--- config.mk ---
export PLATFORM = sky130hd
export DESIGN_NAME = uart_rx_cfg
export DESIGN_NICKNAME = d
export VERILOG_FILES = /design/src/rtl/uart_pkg.sv /design/src/rtl/sync_bit.sv /design/src/rtl/uart_rx_cfg.sv
export SDC_FILE = /design/constraint.sdc
export NUM_CORES = 1
export LEC_CHECK = 0
export CAP_MARGIN = 20
export CORE_ASPECT_RATIO = 2
export CORE_MARGIN = 5
export CORE_UTILIZATION = 45
export DETAILED_ROUTE_END_ITERATION = 10
export GPL_TIMING_DRIVEN = 1
export PLACE_DENSITY = 0.74
export SYNTH_ARGS = -nofsm -noshare
export SYNTH_HDL_FRONTEND = slang
export SYNTH_SLANG_ARGS = --single-unit
--- constraint.sdc ---
create_clock -name clk_s -period 1.6 [get_ports clk_s]
set_input_delay 0.24 -clock clk_s [delete_from_list [all_inputs] [get_ports clk_s]]
set_output_delay 0.24 -clock clk_s [all_outputs]
set_load 0.05 [all_outputs]
--- src/rtl/uart_pkg.sv ---
// Shared UART definitions for the rx/tx pair: parity modes, receiver states, vote helper.
// Pure declarations; no latency, no flow control.
// Backpressure: not applicable.
package uart_pkg;

    localparam int PAR_NONE = 0;
    localparam int PAR_ODD  = 1;
    localparam int PAR_EVEN = 2;

    typedef enum logic [2:0] {
        RX_IDLE,
        RX_START,
        RX_DATA,
        RX_PAR,
        RX_STOP,
        RX_BRK
    } rx_state_t;

    function automatic logic maj3(input logic a, input logic b, input logic c);
        return (a & b) | (a & c) | (b & c);
    endfunction

endpackage

--- src/rtl/sync_bit.sv ---
// Multi-flop synchroniser for one asynchronous bit, reset to a chosen value.
// Latency: STAGES clk_s cycles.
// Backpressure: none, free-running.
module sync_bit #(
    parameter int   STAGES  = 2,
    parameter logic RST_VAL = 1'b1
) (
    input  logic clk_s,
    input  logic rstn_s,
    input  logic d,
    output logic q
);

    logic [STAGES-1:0] ff_q;

    always_ff @(posedge clk_s) begin
        if (!rstn_s) begin
            ff_q <= {STAGES{RST_VAL}};
        end else begin
            ff_q <= {ff_q[STAGES-2:0], d};
        end
    end

    assign q = ff_q[STAGES-1];

endmodule

--- src/rtl/uart_rx_cfg.sv ---
// Configurable UART receiver with 3-sample majority vote and a one-deep valid/ready output register.
// Latency: oVALID rises SYNC_STAGES+1 cycles after the last stop-bit vote point on iDATA.
// Backpressure: a frame finishing while oVALID is still held is dropped and flagged on oOVR.
module uart_rx_cfg
    import uart_pkg::*;
#(
    parameter int CLKS_PER_BIT = 6,
    parameter int DATA_BITS    = 8,
    parameter int PARITY       = 0,
    parameter int STOP_BITS    = 1,
    parameter int SYNC_STAGES  = 2
) (
    input  logic                 clk_s,
    input  logic                 rstn_s,
    input  logic                 iDATA,
    output logic [DATA_BITS-1:0] oDATA,
    output logic                 oVALID,
    input  logic                 iREADY,
    output logic                 oDONE,
    output logic                 oPERR,
    output logic                 oFERR,
    output logic                 oOVR,
    output logic                 oBUSY
);

    localparam int CW = $clog2(CLKS_PER_BIT);
    localparam int IW = $clog2(DATA_BITS + 1);
    localparam int M  = CLKS_PER_BIT / 2;

    localparam logic [CW-1:0] CNT_LAST = CW'(CLKS_PER_BIT - 1);
    localparam logic [CW-1:0] CNT_V0   = CW'(M - 1);
    localparam logic [CW-1:0] CNT_V1   = CW'(M);
    localparam logic [CW-1:0] CNT_V2   = CW'(M + 1);
    localparam logic [IW-1:0] IDX_LAST = IW'(DATA_BITS - 1);
    localparam logic          STOP_LAST = 1'(STOP_BITS - 1);

    logic                 rx_s;
    rx_state_t            state_q, state_d;
    logic [CW-1:0]        cnt_q, cnt_d;
    logic [IW-1:0]        idx_q, idx_d;
    logic                 stop_q, stop_d;
    logic [1:0]           samp_q, samp_d;
    logic [DATA_BITS-1:0] data_q, data_d;
    logic                 perr_q, perr_d;
    logic                 ferr_q, ferr_d;
    logic [SYNC_STAGES-1:0] fill_q;
    logic                 armed_q;
    logic                 vote;
    logic                 par_x;
    logic                 at_vote;
    logic                 at_end;
    logic                 commit;

    sync_bit #(
        .STAGES  (SYNC_STAGES),
        .RST_VAL (1'b1)
    ) u_sync (
        .clk_s  (clk_s),
        .rstn_s (rstn_s),
        .d      (iDATA),
        .q      (rx_s)
    );

    assign vote    = maj3(samp_q[0], samp_q[1], rx_s);
    assign par_x   = (^data_q) ^ vote;
    assign at_vote = (cnt_q == CNT_V2);
    assign at_end  = (cnt_q == CNT_LAST);
    assign oBUSY   = (state_q != RX_IDLE);

    always_comb begin
        state_d = state_q;
        cnt_d   = cnt_q;
        idx_d   = idx_q;
        stop_d  = stop_q;
        samp_d  = samp_q;
        data_d  = data_q;
        perr_d  = perr_q;
        ferr_d  = ferr_q;
        commit  = 1'b0;

        if (state_q != RX_IDLE && state_q != RX_BRK) begin
            cnt_d = at_end ? '0 : cnt_q + 1'b1;
            if (cnt_q == CNT_V0) samp_d[0] = rx_s;
            if (cnt_q == CNT_V1) samp_d[1] = rx_s;
        end

        case (state_q)
            RX_IDLE: begin
                // The reset value of the synchroniser is not a real idle level, hence armed_q.
                if (armed_q && !rx_s) begin
                    state_d = RX_START;
                    cnt_d   = '0;
                    idx_d   = '0;
                    stop_d  = 1'b0;
                    perr_d  = 1'b0;
                    ferr_d  = 1'b0;
                end
            end
            RX_START: begin
                if (at_vote && vote) begin
                    state_d = RX_IDLE;
                    cnt_d   = '0;
                end else if (at_end) begin
                    state_d = RX_DATA;
                end
            end
            RX_DATA: begin
                if (at_vote) data_d = {vote, data_q[DATA_BITS-1:1]};
                if (at_end) begin
                    if (idx_q == IDX_LAST) begin
                        idx_d   = '0;
                        state_d = (PARITY != PAR_NONE) ? RX_PAR : RX_STOP;
                    end else begin
                        idx_d = idx_q + 1'b1;
                    end
                end
            end
            RX_PAR: begin
                if (at_vote) begin
                    perr_d = (PARITY == PAR_EVEN) ? par_x :
                             (PARITY == PAR_ODD)  ? ~par_x : 1'b0;
                end
                if (at_end) state_d = RX_STOP;
            end
            RX_STOP: begin
                if (at_vote) begin
                    ferr_d = ferr_q | ~vote;
                    // Commit straight off the final vote; the rest of the stop bit is not waited for.
                    if (stop_q == STOP_LAST) begin
                        commit  = 1'b1;
                        cnt_d   = '0;
                        state_d = (ferr_q | ~vote) ? RX_BRK : RX_IDLE;
                    end
                end
                if (at_end && !commit) stop_d = 1'b1;
            end
            RX_BRK: begin
                if (rx_s) state_d = RX_IDLE;
            end
            default: state_d = RX_IDLE;
        endcase
    end

    always_ff @(posedge clk_s) begin
        if (!rstn_s) begin
            state_q <= RX_IDLE;
            cnt_q   <= '0;
            idx_q   <= '0;
            stop_q  <= 1'b0;
            samp_q  <= '0;
            data_q  <= '0;
            perr_q  <= 1'b0;
            ferr_q  <= 1'b0;
            fill_q  <= '0;
            armed_q <= 1'b0;
        end else begin
            state_q <= state_d;
            cnt_q   <= cnt_d;
            idx_q   <= idx_d;
            stop_q  <= stop_d;
            samp_q  <= samp_d;
            data_q  <= data_d;
            perr_q  <= perr_d;
            ferr_q  <= ferr_d;
            fill_q  <= {fill_q[SYNC_STAGES-2:0], 1'b1};
            armed_q <= armed_q | (fill_q[SYNC_STAGES-1] & rx_s);
        end
    end

    always_ff @(posedge clk_s) begin
        if (!rstn_s) begin
            oDATA  <= '0;
            oVALID <= 1'b0;
            oDONE  <= 1'b0;
            oPERR  <= 1'b0;
            oFERR  <= 1'b0;
            oOVR   <= 1'b0;
        end else begin
            oDONE <= commit;
            if (commit) begin
                if (!oVALID || iREADY) begin
                    oDATA  <= data_q;
                    oPERR  <= perr_q;
                    oFERR  <= ferr_d;
                    oVALID <= 1'b1;
                    oOVR   <= 1'b0;
                end else begin
                    oOVR <= 1'b1;
                end
            end else if (oVALID && iREADY) begin
                oVALID <= 1'b0;
                oOVR   <= 1'b0;
            end
        end
    end

endmodule

==> results of run 1 <==
[power by group]
| part | internal, mW | leakage [nW] | switching (mW) |
|---|---|---|---|
| Sequential | 0.989 | 0.318 | 0.0353 |
| Combinational | 0.146 | 0.560 | 0.163 |
| Clock | 0.464 | 0.0581 | 0.353 |
[state kept, by name, summed over array words and instances (netlist names)]
| register | count |
|---|---|
| fill_q | 2 |
| oDATA | 8 |
| oDONE | 1 |
| data_q | 8 |
| u_sync.ff_q | 2 |
| state_q | 3 |
| oOVR | 1 |
| ferr_q | 1 |
| oFERR | 1 |
| idx_q | 4 |
| armed_q | 1 |
| cnt_q | 3 |
| oVALID | 1 |
| samp_q | 2 |
| stop_q | 1 |
[synthesized netlist by cell type, drive strengths merged (4+ instances only)]
cell	instances
nand2	22
nor3b	4
a21oi	14
nand3	12
buf	7
mux2i	15
nor3	4
clkbuf	6
inv	5
nand2b	4
o21ai	6
nor2	23
dfxtp	39
[timing repair]
| action | in CTS | in global routing |
|---|---|---|
| pin swaps | 1 | 2 |
| endpoints found under the setup margin | 5 | 24 |
| hold endpoints to repair | 0 | 0 |
| gates resized for setup | 5 | 10 |
| buffers inserted | 0 | 1 |
[worst max-delay path, delay by kind of cell, from the launching register on]
family | cells | cell delay, ns
AND/OR/NAND/NOR | 1 | 0.23
buffers and inverters | 3 | 0.38
flip-flops | 1 | 0.39
[layout make-up]
type	count	area (µm²)	share of cell area
Clock inverter	3	43.79	0.02014
Multi-Input combinational cell	139	914.6	0.4206
Timing Repair Buffer	34	272.8	0.1254
Clock buffer	5	68.82	0.03165
Tap cell	51	63.81	0.02934
Sequential cell	39	792.0	0.3642
Inverter	5	18.77	0.008631
[worst max path at each step]
| stage | endpoint | slack (ns) | depth (start not counted) |
|---|---|---|---|
| 2_1_floorplan | cnt_q[0]$_SDFF_PN0_ | 0.06 | 6 |
| 3_3_place_gp | oDATA[2]$_SDFFE_PN0P_ | 0.04 | 6 |
| 3_5_place_dp | state_q[0]$_SDFFE_PN0P_ | -0.02 | 5 |
| 4_1_cts | oBUSY | 0.01 | 4 |
| 5_1_grt | cnt_q[2]$_SDFF_PN0_ | -0.0005 | 4 |
| 6_report | oBUSY | 0.05 | 4 |
[cell usage in the layout, fill, tap and decap left out, types with 2 or more instances in the layout]
cell	n
a21oi_1	14
a311oi_1	2
and2_1	2
buf_4	29
clkbuf_8	5
clkdlybuf4s50_1	3
dfxtp_1	32
dfxtp_2	6
ha_1	2
inv_1	5
mux2i_1	15
nand2_1	22
nand2b_1	4
nand3_1	11
nand3b_1	2
nor2_1	22
nor3_1	3
nor3b_2	2
o21ai_0	6
[per-layer routing]
layer  wire length, µm  up-vias  part of all wire
met5                 0        -                 0
li1                  -      738                 -
met4               191        0             0.049
met1              1484      681              0.38
met3                83       13             0.021
met2              2141       26              0.55
[cell families after synthesis]
family	Yosys count
fa+ha+maj	3
buf+inv	18
flops	39
simple gates	81
xor+xnor	1
mux	15
compound gates	38
other cells	1
[stage by stage]
stage	util	hold WS (ns)	setup slack [ns]	instances
finish	0.5717	0.4090	0.04959	276
floorplan	-	0.2677	0.06235	196
CTS	0.5618	0.4111	0.01088	275
detailed placement	0.5283	0.3930	-0.02322	267
global route	0.5717	0.4282	-0.0005425	276
global placement	0.5283	0.3915	0.03705	267
==> qor.csv, run 1 <==
metric;value;unit
antennaDiodeCount;0;
synth_xor_area_frac;0.005040;
fmax;645.0;MHz
worstSetupStartpoint;state_q[0]$_SDFFE_PN0P_;
powerDensity;988.9;nW/µm²
hold_depth;1;
grt_overflow_total;0;
cap_violations;0;
core_area;3804;µm²
die_x;53.95;µm
grt_max_degree;20;
fillers;354;
grt_pass1_vias;1449;
io_buffers;16;
synth_seq_cells;39;
synth-main-ff-cell;dfxtp_1;
clock_path_buffers;2;
synth-compound-area-share;0.1548;
cp-end-kind;output pin;
track_usage;0.1641;
syn2layout_area_growth;25.13;%
final.setup_skew;0.002091;ns
layout-drive-gt1-share;0.2622;
cp-start-kind;register;
synth_fp_nets;202;
crit_path_max_fanout;11;
yosys_warnings;0;
grt.met3_usage;0.03053;
place.gp.congestion;0.9424;
path_clk_slew;0.07;ns
initialDrtViolationCount;33;
reg2reg_depth;4;
holdPathEnd;u_sync.ff_q[1]$_SDFF_PN1_;
clock-sinks;39;
synth_edf_count;0;
rr_endpoint;cnt_q[2]$_SDFF_PN0_;
drv_slew;0;
async_flop_share;0;
wl;3902;µm
finalHoldViolCount;0;
synth.area.top_cells;dfxtp_1 45%, mux2i_1 8.6%, nor2_1 5.0%, nand2_1 4.8%, a21oi_1 4.0%;
worstPathArrival;1.31;ns
grt_pass1_wl;6396;µm
finalSetupViolCount;0;
antenna_found_initial;0;
tns;0;ns
finalCritPeriodShare;0.9690;
design_area;2175;µm²
hold_path.class;reg2reg;
firstDrtPassIters;4;
rrSetupSlack;0.07;ns
ir_drop;0.8098;mV
io_pins;18;
hp-start;u_sync.ff_q[0]$_SDFF_PN1_;
synth_top_family_by_area;simple AND/OR/NAND/NOR gates;
routedWlPerCell;14.14;µm
crit_required;1.36;ns
placed_area;2009;µm²
netlist.area_leader.share;0.4492;
vias_per_cell;5.283;
yosysTopAreaCell;dfxtp_1;
ant_nets;0;
hpwl;2894;µm
yosys.area_share.adder;0.02016;
insertion_delay;0.29;ns
cts_tree;yes;
die_height;97.89;µm
rows;32;
synthMuxAreaShare;0.08639;
remaining_drc_errors;0;
met1_usage;0.1681;
ys_seq_area_frac;0.4492;
cts_root_buffer;clkbuf_8;
power.leakage;0.9366;nW
htree_levels;2;
vias;1458;
use_met2;0.2748;
syn_avg_cell_area;8.867;µm²
crit_type;reg2out;
netlist_instances;196;
max_stage_delay;0.39;ns
busiest_layer;met2;
fin_nets;230;
layout_min_cycle_time;1.550;ns
dieArea;5280;µm²
synth_simple_gate_area_frac;0.2369;
netlist_area;1738;µm²
cts_buffers;5;
crit_chain;nor3_4, buf_4, inv_1, buf_12;
reg2reg_from;cnt_q[0]$_SDFF_PN0_;
ctsHoldBuffers;0;
start_util;0.4569;
outcome;complete, no violations;
total_power;2.150;mW
cpMaxStageDelayCell;dfxtp_2;
yosysUniqueCellTypes;47;
Power figures use the tool's default switching activity.
==> run 2: changes to the inputs <==
Settings changed: CTS_CLUSTER_DIAMETER set to 60.
==> results of run 2 <==
No change in the layout: final DEF, timing and power equal those of run 1.
==> run 3: changes to the inputs <==
Settings changed: CORE_MARGIN 5 to 3.
==> qor.csv, run 3 (synthesis gave the netlist of run 1 again) <==
metric;value;unit
hpwl;2738;µm
ctsHoldBuffers;0;
syn2layout_area_growth;24.69;%
place.gp.congestion;0.8020;
drv_slew;0;
grt_max_degree;22;
core_area;3685;µm²
fmax;645.6;MHz
holdPathEnd;u_sync.ff_q[1]$_SDFF_PN1_;
io_buffers;16;
tns;0;ns
layout-drive-gt1-share;0.2533;
powerDensity;994.0;nW/µm²
clock_path_buffers;2;
rows;31;
firstDrtPassIters;5;
finalHoldViolCount;0;
crit_required;1.77;ns
outcome;complete, no violations;
layout_min_cycle_time;1.549;ns
cap_violations;0;
cp-start-kind;register;
hp-start;u_sync.ff_q[0]$_SDFF_PN1_;
ant_nets;0;
final.setup_skew;0.007992;ns
total_power;2.154;mW
clock-sinks;39;
final_cell_mix;33 x dfxtp_1, 29 x buf_4, 22 x nor2_1, 22 x nand2_1, 15 x mux2i_1;
track_usage;0.1727;
finalCritPeriodShare;0.9681;
utilization;0.5881;
cp-end-kind;register;
cts_buffers;5;
wl;3856;µm
cts_tree;yes;
die_x;49.95;µm
fin_nets;230;
insertion_delay;0.30;ns
reg2reg_from;stop_q$_SDFFE_PN0P_;
grt_pass1_vias;1458;
hold_path.class;reg2reg;
rsz0062_at_grt;true;
vias;1495;
start_util;0.4716;
post-cts-setup-buffer-count;0;
final_common_cell;dfxtp_1;
antennaDiodeCount;0;
finalSetupViolCount;0;
io_pins;18;
power.leakage;0.9300;nW
grt_overflow_total;0;
die_height;93.89;µm
routedWlPerCell;14.07;µm
fillers;314;
cts_root_buffer;clkbuf_8;
grt_pass1_wl;6313;µm
ir_drop;0.7329;mV
crit_path_max_fanout;3;
hold_slack;0.4091;ns
htree_levels;2;
path_clk_slew;0.08;ns
reg.largest.list;data_q x8, oDATA x8, idx_q x4;
worstPathArrival;1.72;ns
dieArea;4689;µm²
antenna_found_initial;0;
initialDrtViolationCount;36;
rr_endpoint;cnt_q[2]$_SDFF_PN0_;
hold_depth;1;
remaining_drc_errors;0;
reg2reg_depth;4;
vias_per_cell;5.456;
rrSetupSlack;0.05;ns
crit_type;reg2reg;
[run 3: timing repair]
action / in CTS / in global routing
endpoints found under the setup margin: 2 / 6
gates resized for setup: 3 / 10
cloned: 0 / 0
pin swaps: 1 / 4
[run 3: worst max path at each step]
stage	startpoint	endpoint	slack (ns)	cells past startpoint
after floorplan	state_q[0]$_SDFFE_PN0P_	cnt_q[0]$_SDFF_PN0_	0.06	6
after global placement	state_q[2]$_SDFFE_PN0P_	oFERR$_SDFFE_PN0P_	0.03	4
after detailed placement	state_q[2]$_SDFFE_PN0P_	oFERR$_SDFFE_PN0P_	-0.01	4
after CTS	state_q[1]$_SDFFE_PN0P_	idx_q[0]$_SDFFE_PN0P_	0.02	5
after global routing	stop_q$_SDFFE_PN0P_	cnt_q[1]$_SDFF_PN0_	-0.04	4
final	stop_q$_SDFFE_PN0P_	cnt_q[2]$_SDFF_PN0_	0.05	4
[run 3: power breakdown]
group	switching [mW]	internal, mW
clock	0.356	0.464
sequential	0.0361	0.989
combinational	0.163	0.146
[run 3: layer usage]
metal,global-route usage,up-vias,wire (µm),part of all wire
met4,0.09007,0,112,0.029
met2,0.3285,31,2157,0.56
met1,0.1698,714,1476,0.38
li1,-,740,-,-
met5,0,-,0,0
met3,0.03180,10,110,0.029
[run 3: worst max-delay path: stages, from the launching register on]
cell      delay, ns
dfxtp_2        0.33
or4b_4         0.56
a21o_1         0.20
a211oi_2       0.26
nor3_1         0.07
[run 3: final cells by class]
cell class                      count  area, µm²  share of cell area
Multi-Input combinational cell    139      907.1              0.4186
Timing Repair Buffer               34      279.0              0.1288
Clock inverter                      3      43.79             0.02021
Tap cell                           49      61.31             0.02829
Sequential cell                    39      788.3              0.3637
Clock buffer                        5      68.82             0.03176
Inverter                            5      18.77            0.008661
[run 3: through the flow]
step / instances / setup slack, ns / cell area, µm²
floorplan: 196 / 0.06235 / 1738
global placement: 266 / 0.03014 / 2014
detailed placement: 266 / -0.009720 / 2014
CTS: 274 / 0.01684 / 2135
global route: 274 / -0.04048 / 2167
finish: 274 / 0.05110 / 2167
